File: config.mk
export PLATFORM = sky130hd
export DESIGN_NAME = ttlc_io_byte_master_flat
export DESIGN_NICKNAME = d
export VERILOG_FILES = /design/src/rtl/ttlc_io_byte_master_if.sv /design/src/rtl/ttlc_io_byte_master.sv /design/src/flat_wrapper.sv
export SDC_FILE = /design/constraint.sdc
export NUM_CORES = 1
export LEC_CHECK = 0
export ABC_AREA = 1
export ABC_CLOCK_PERIOD_IN_PS = 1800
export BUFFER_PORTS_ARGS = -buffer_cell sky130_fd_sc_hd__buf_2
export CAP_MARGIN = 20
export CORE_ASPECT_RATIO = 1.1
export CORE_UTILIZATION = 30
export DETAILED_ROUTE_END_ITERATION = 8
export GPL_ROUTABILITY_DRIVEN = 0
export GPL_TIMING_DRIVEN = 0
export SETUP_SLACK_MARGIN = 0.02
export SYNTH_ARGS = -nofsm -noshare
export SYNTH_HDL_FRONTEND = slang
export SYNTH_SLANG_ARGS = --single-unit
File: constraint.sdc
create_clock -name clk -period 1.8 [get_ports clk]
set_input_delay 0.18 -clock clk [delete_from_list [all_inputs] [get_ports clk]]
set_output_delay 0.18 -clock clk [all_outputs]
set_load 0.01 [all_outputs]
File: src/rtl/ttlc_io_byte_master_if.sv
// ttlc_io_byte_master_if: host request/response, bus arbitration and single-bit I/O bus
interface ttlc_io_byte_master_if #(parameter int ADDR_W = 8);
    logic              req_valid;
    logic              req_ready;
    logic              req_write;
    logic [ADDR_W-1:0] req_addr;
    logic [7:0]        req_wdata;
    logic              rsp_valid;
    logic [7:0]        rsp_rdata;
    logic              bus_req;
    logic              bus_gnt;
    logic [ADDR_W-1:0] io_addr;
    logic              io_write;
    logic              io_wdata;
    logic              io_rdata;
    modport master(
        input  req_valid, req_write, req_addr, req_wdata, bus_gnt, io_rdata,
        output req_ready, rsp_valid, rsp_rdata, bus_req, io_addr, io_write, io_wdata
    );
    modport slave(
        output req_valid, req_write, req_addr, req_wdata, bus_gnt, io_rdata,
        input  req_ready, rsp_valid, rsp_rdata, bus_req, io_addr, io_write, io_wdata
    );
endinterface

File: src/rtl/ttlc_io_byte_master.sv
// ttlc_io_byte_master: splits a byte request into XFER_BITS single-bit I/O accesses at consecutive addresses
module ttlc_io_byte_master #(
    parameter int ADDR_W    = 8,
    parameter int XFER_BITS = 8
) (
    input  logic                    clk,
    input  logic                    rst_n,
    ttlc_io_byte_master_if.master   bus
);
    typedef enum logic [1:0] {IDLE, ARB, XFER, DONE} state_t;
    localparam logic [2:0] LAST = 3'(XFER_BITS - 1);
    state_t            st, st_nx;
    logic [ADDR_W-1:0] base;
    logic              wr;
    logic [7:0]        wdata, rdata, rsp_q;
    logic [2:0]        idx;
    logic              last;
    assign last = idx == LAST;
    assign bus.rsp_rdata = rsp_q;
    always_ff @(posedge clk or negedge rst_n)
        if (!rst_n) st <= IDLE;
        else        st <= st_nx;
    // The final bit is merged straight into rsp_q so the response appears in DONE itself.
    always_ff @(posedge clk or negedge rst_n)
        if (!rst_n) begin
            base  <= '0;
            wr    <= 1'b0;
            wdata <= '0;
            rdata <= '0;
            rsp_q <= '0;
            idx   <= '0;
        end else begin
            if (st == IDLE && bus.req_valid) begin
                base  <= bus.req_addr;
                wr    <= bus.req_write;
                wdata <= bus.req_wdata;
                rdata <= '0;
                idx   <= '0;
            end
            if (st == XFER && bus.bus_gnt) begin
                rdata[idx] <= bus.io_rdata;
                idx        <= idx + 3'd1;
                if (last) rsp_q <= rdata | (8'(bus.io_rdata) << idx);
            end
        end
    always_comb begin
        st_nx         = st;
        bus.req_ready = 1'b0;
        bus.rsp_valid = 1'b0;
        bus.bus_req   = 1'b0;
        bus.io_addr   = '0;
        bus.io_write  = 1'b0;
        bus.io_wdata  = 1'b0;
        case (st)
            IDLE: begin
                bus.req_ready = rst_n;
                st_nx         = bus.req_valid ? ARB : IDLE;
            end
            ARB: begin
                bus.bus_req = 1'b1;
                st_nx       = bus.bus_gnt ? XFER : ARB;
            end
            XFER: begin
                bus.bus_req  = 1'b1;
                bus.io_addr  = base + ADDR_W'(idx);
                bus.io_wdata = wdata[idx];
                bus.io_write = wr & bus.bus_gnt;
                st_nx        = (bus.bus_gnt && last) ? DONE : XFER;
            end
            DONE: begin
                bus.rsp_valid = 1'b1;
                st_nx         = IDLE;
            end
        endcase
    end
endmodule

File: src/flat_wrapper.sv
// flat-port wrapper written by rule: the top's interface ports become plain ports
module ttlc_io_byte_master_flat 
#(
    parameter int ADDR_W    = 8,
    parameter int XFER_BITS = 8
)
  (clk, rst_n, bus_req_valid, bus_req_write, bus_req_addr, bus_req_wdata, bus_bus_gnt, bus_io_rdata, bus_req_ready, bus_rsp_valid, bus_rsp_rdata, bus_bus_req, bus_io_addr, bus_io_write, bus_io_wdata);
  ttlc_io_byte_master_if #(.ADDR_W(ADDR_W)) bus_i ();
  input  logic clk;
  input  logic rst_n;
  input wire logic [$bits(bus_i.req_valid)-1:0] bus_req_valid;
  input wire logic [$bits(bus_i.req_write)-1:0] bus_req_write;
  input wire logic [$bits(bus_i.req_addr)-1:0] bus_req_addr;
  input wire logic [$bits(bus_i.req_wdata)-1:0] bus_req_wdata;
  input wire logic [$bits(bus_i.bus_gnt)-1:0] bus_bus_gnt;
  input wire logic [$bits(bus_i.io_rdata)-1:0] bus_io_rdata;
  output wire logic [$bits(bus_i.req_ready)-1:0] bus_req_ready;
  output wire logic [$bits(bus_i.rsp_valid)-1:0] bus_rsp_valid;
  output wire logic [$bits(bus_i.rsp_rdata)-1:0] bus_rsp_rdata;
  output wire logic [$bits(bus_i.bus_req)-1:0] bus_bus_req;
  output wire logic [$bits(bus_i.io_addr)-1:0] bus_io_addr;
  output wire logic [$bits(bus_i.io_write)-1:0] bus_io_write;
  output wire logic [$bits(bus_i.io_wdata)-1:0] bus_io_wdata;
  assign bus_i.req_valid = bus_req_valid;
  assign bus_i.req_write = bus_req_write;
  assign bus_i.req_addr = bus_req_addr;
  assign bus_i.req_wdata = bus_req_wdata;
  assign bus_i.bus_gnt = bus_bus_gnt;
  assign bus_i.io_rdata = bus_io_rdata;
  assign bus_req_ready = bus_i.req_ready;
  assign bus_rsp_valid = bus_i.rsp_valid;
  assign bus_rsp_rdata = bus_i.rsp_rdata;
  assign bus_bus_req = bus_i.bus_req;
  assign bus_io_addr = bus_i.io_addr;
  assign bus_io_write = bus_i.io_write;
  assign bus_io_wdata = bus_i.io_wdata;
  ttlc_io_byte_master #(.ADDR_W(ADDR_W), .XFER_BITS(XFER_BITS)) u_core (.clk(clk), .rst_n(rst_n), .bus(bus_i));
endmodule
== Word-level counts from Yosys, hierarchy flattened ==
Index checks and enable logic that the tools add are counted.
Storage, ports and cells
  logic and storage cells: 45
  input port bits: 22
  register bits after elaboration: 38
  output and inout bits: 21
Operators by class
  eq/ne operators: 4
  reductions and logical operators: 8
  magnitude comparators: 2
  bitwise gates (word level): 2
  shift operators: 1
  $add $sub $neg: 2
  multiplexer cells: 19
Operator list (count)
  8-bit 2-to-1 mux: 3
  1-bit 2-to-1 mux: 9
  8-bit by 3-bit adder with 8-bit output: 1
  8-bit bitwise mux: 1
  8-bit OR: 1
  2-bit one-hot mux with 4 select lines: 1
  1-bit by 3-bit << shifter with 8-bit output: 1
  3-bit 2-to-1 mux: 2
  2-bit == test, second input constant: 2
  1-bit logical AND: 4
  3-bit by 4-bit less-than comparator with 1-bit output, second input constant: 1
  3-bit by 1-bit adder with 3-bit output, second input constant: 1
  1-bit binary-select mux with 3-bit select: 1
  1-bit demux with 3-bit select: 1
  3-bit == test, second input constant: 1
  3-bit by 1-bit greater-or-equal comparator with 1-bit output, second input constant: 1
  2-bit by 1-bit == test with 1-bit output, second input constant: 1
  2-bit logical NOT: 1
  2-bit 2-to-1 mux: 1
  2-bit AND reduction: 1
  2-bit nonzero test: 1
  2-bit OR reduction: 1
  1-bit AND: 1

== Longest topological paths before layout ==
  depth in word-level cells: 6
  gate-level depth with buffers: 9
  mapped depth without buffers: 7

== Worst setup path after synthesis ==
Ideal clock, no wire load.
  path type: flip-flop to output port
  start point: register u_core.idx[0]
  end point: output port bus_io_addr[4]
  arrival time: 1489 ps
  path buffers: 0
  required time: 1620 ps
  slack: 131 ps
  stages on the path, launching flop included: 6
  path through: dfrtp_1 ha_1 fa_1 nand2_1 a21oi_1 nor3_1
Between the ends
  cells in the longest elaborated chain, start to end: 2
RTL lines
  start, declared: line ttlc_io_byte_master.sv:16  | logic [2:0] idx;
  start signal, assigned: line ttlc_io_byte_master.sv:42  | idx <= idx + 3'd1;
  8-bit by 3-bit adder with 8-bit output: line ttlc_io_byte_master.sv:65  | bus.io_addr = base + ADDR_W'(idx);
  8-bit 2-to-1 mux: line ttlc_io_byte_master.sv:54  | case (st)
  end, declared: line flat_wrapper.sv:21  | output wire logic [$bits(bus_i.io_addr)-1:0] bus_io_addr;
No other way between the ends.

== Worst setup path in the final report ==
Same ends and word-level chain as after synthesis.

==> summary.txt <==
Clocking
  • CTS Buffer Depth: 2
  • CTS Hold Bufs: 0
  • Clock transition at the registers of the reported paths: 0.08 ns
  • CTS root buf: clkbuf_8
  • H-tree level count: 2
  • CTS tree: done
  • CTS Buf Count: 5
  • Worst-Skew Late Latency: 0.28 ns
  • Clock sink count: 38

Pwr
  • Leak Pwr: 1.31 nW
  • Logic pwr share: 37.3%
  • Sw frac: 35.1%
  • Switching pwr: 1.19 mW
  • Int Power: 2.21 mW
  • Clock share of power: 26.0%
  • Design Power: 3.40 mW
  • Seq pwr share: 36.7%
  • Power Density: 1330 nW/um^2
  • Maximum vdd drop: 0.618 mV

Die
  • IO Pins: 43
  • Initial Util: 31.5%
  • Cell row count: 30
  • Core Region: 6270 sq um
  • Die area: 6910 sq um
  • Die H: 87.1 microns
  • Die width: 79.3 microns

Synthesis
  • Syn Inst Count: 232
  • Library cells used by synthesis: 23
  • Xor-xnor portion of the synthesized cell area: 0%
  • Post-synthesis mux area share: 3.42%
  • Synth Area in Compound Gates: 13.0%
  • Synth Area in Adders: 7.36%
  • Post-synth net total: 265
  • Synth warnings: 0
  • Synth Register Bits: 38
  • Netlist area before placement: 1970 sq um
  • Syn Area/Cell: 8.50 sq um
  • Post-synthesis simple-gate area fraction: 20.3%
  • Largest family of logic cells by synthesized area: simple AND/OR/NAND/NOR gates
  • Sequential share of the synthesized area: 48.2%

Detailed routing
  • Post-DR vias/cell: 4.64
  • Vias: 1702
  • Initial DRC Count: 91
  • WL per Instance: 11.8 microns
  • Post-route ant nets: 0
  • Drt pass-1 iters: 4
  • DRC: 0
  • WL final: 4350 microns

Cells and area
  • ANT cells: 0
  • Area growth syn-to-layout: 29.3%
  • Fill cell total of the finished layout: 643
  • Fraction of layout cells with a size suffix above 1: 33.8%
  • Layout Nets: 319

Global route
  • Pin count of the biggest net entering global routing: 40
  • First-pass GRT wire length: 7280 microns
  • Gr usage total: 13.5%
  • Grt total ovfl: 0
  • Vias in the first global route: 1597
  • Initial antenna violation count: 0

Critical path
  • CP startpoint kind: register
  • Critical path's slowest cell: dfrtp_1
  • Crit end category: output port
  • CP Max Fanout: 3
  • Cells along the critical path: ha_2 > fa_2 > nand2_4 > nand2_4 > a21oi_2 > nor3_2 > buf_2
  • Worst path arrival time: 1.74 ns
  • Worst endpoint required time: 1.62 ns
  • Top cell by count, worst path: nand2_4
  • Slowest Stage Delay on Critical Path: 0.40 ns
  • Critical path class: register to output port

Timing
  • Total negative slack: -0.431 ns
  • Worst-margin pin slew: 0.876 ns
  • Tcrit/Tclk final: 107%
  • Max transition margin: 41.6%
  • Fin. Hold Viols: 0
  • Final setup viols: 6
  • RSZ-0062 raised after global routing: yes
  • Max Slew Vio Count: 0
  • Final min period: 1.92 ns
  • Clk_skew: 0.00859 ns
  • Fmax: 0.520 GHz
  • PnR worst setup slack: -0.121 ns

Place
  • Hpwl dp: 3110 microns
  • Port bufs: 42

Min path
  • Worst Hold Class: input port to asynchronous set/reset pin

Run status
  • Failing checks: setup timing
  • Status: complete, but fails checks

Flow run
  • Maxcap violations: 0
-- layout by cell type, fill, tap and decap left out, types with 4 or more instances in the layout --
cell type  instances
buf_2             45
nand2_1           42
dfrtp_1           35
inv_1             26
a21oi_1           23
nor2_1            21
o21ai_0           17
nand3_1           14
ha_1               7
mux2_2             6
clkbuf_8           6
buf_4              5
nor2_2             4
-- synthesized netlist by cell type --
cell | number | area share [%]
a21oi_1 | 26 | 6.6
a31oi_1 | 1 | 0.32
buf_2 | 2 | 0.51
buf_4 | 2 | 0.76
buf_6 | 1 | 0.57
clkbuf_1 | 1 | 0.19
dfrtp_1 | 38 | 48
fa_1 | 1 | 1.0
ha_1 | 10 | 6.3
inv_1 | 29 | 5.5
inv_2 | 1 | 0.19
mux2_2 | 6 | 3.4
nand2_1 | 44 | 8.4
nand2_2 | 1 | 0.32
nand2_4 | 1 | 0.57
nand3_1 | 16 | 4.1
nor2_1 | 25 | 4.8
nor2_4 | 3 | 1.7
nor3_1 | 2 | 0.51
o21ai_0 | 18 | 4.6
o21ai_1 | 1 | 0.25
o21ai_2 | 2 | 0.89
o21bai_1 | 1 | 0.38
-- metal layers --
layer / GRT usage [%] / part of all wire [%] / vias to the layer above
met4: 3.47 / 0.71 / 0
met3: 2.51 / 3.9 / 2
met5: 0 / 0 / -
li1: - / - / 864
met2: 22.9 / 48 / 41
met1: 17.6 / 47 / 795
-- sequential cells by signal, summed over array words and instances, names as in the netlist, named ones only --
signal,count
u_core.base,8
u_core.bus.rsp_rdata,8
u_core.rdata,8
u_core.wdata,8
u_core.idx,3
u_core.st,1
u_core.wr,1
-- kinds of logic after synthesis --
kind of cell / Yosys count
adders and majority gates: 11
buffers and inverters: 36
muxes: 6
and+or+nand+nor: 92
AOI/OAI and AO/OA: 49
DFF: 38
-- power groups by stage --
stage	clock, mW	sequential, mW	combinational (mW)
global route	0.942	1.28	1.45
CTS	0.908	1.24	1.22
floorplan	0	1.21	0.832
finish	0.885	1.25	1.27
global placement	0	1.23	1.11
detailed placement	0	1.24	1.14
-- timing repair --
action / 4_1_cts / 5_1_grt
resized for setup: 11 / 16
endpoints found under the hold margin: 0 / 0
endpoints found under the setup margin: 8 / 9
pin swaps: 5 / 3
buffers inserted: 3 / 2
gates cloned: 0 / 1
-- final cells by class --
type                       count  area [sq um]  share of cell area [%]
tap                           80           100                    3.92
multi-input combinational    158           945                    37.0
clock buffer                   6          82.6                    3.24
inverter                      30           120                    4.71
clock inverter                 2          60.1                    2.35
buffer                         5          36.3                    1.42
sequential                    38           955                    37.4
timing repair buffer          48           253                    9.91
-- worst paths after layout --
kind	from	to	slack [ns]	cells after the start
setup / recovery	u_core.idx[0]$_DFFE_PN0P_	bus_io_addr[4]	-0.12	7
hold reg to reg	u_core.bus.rsp_rdata[1]$_DFFE_PN0P_	u_core.bus.rsp_rdata[1]$_DFFE_PN0P_	0.48	2
max in group asynchronous	rst_n	u_core.idx[2]$_DFFE_PN0P_	1.18	1
min in group clk	bus_req_addr[6]	u_core.base[6]$_DFFE_PN0P_	0.12	2
setup reg to reg	u_core.idx[0]$_DFFE_PN0P_	u_core.bus.rsp_rdata[0]$_DFFE_PN0P_	0.25	9
hold / removal	rst_n	u_core.bus.rsp_rdata[6]$_DFFE_PN0P_	0.006	1
-- metrics by stage --
step | instance area (sq um) | hold slack (ns) | cells | setup slack (ns) | utilization, %
2_1_floorplan | 1970 | -0.116 | 232 | 0.131 | -
5_1_grt | 2550 | 0.0886 | 367 | -0.197 | 40.7
3_3_place_gp | 2280 | 0.344 | 354 | -0.0166 | 36.4
3_5_place_dp | 2280 | 0.350 | 354 | -0.0267 | 36.4
4_1_cts | 2490 | 0.0411 | 365 | -0.124 | 39.8
6_report | 2550 | 0.00598 | 367 | -0.121 | 40.7
-- worst max-delay path: cells and delay by family, from the launching register on --
kind,cells,cell delay (ns)
DFF,1,0.40
adders and majority gates,2,0.59
buffers and inverters,1,0.13
AOI/OAI and AO/OA,1,0.12
and+or+nand+nor,3,0.21
Note: power is estimated with default switching activity, not from simulation.
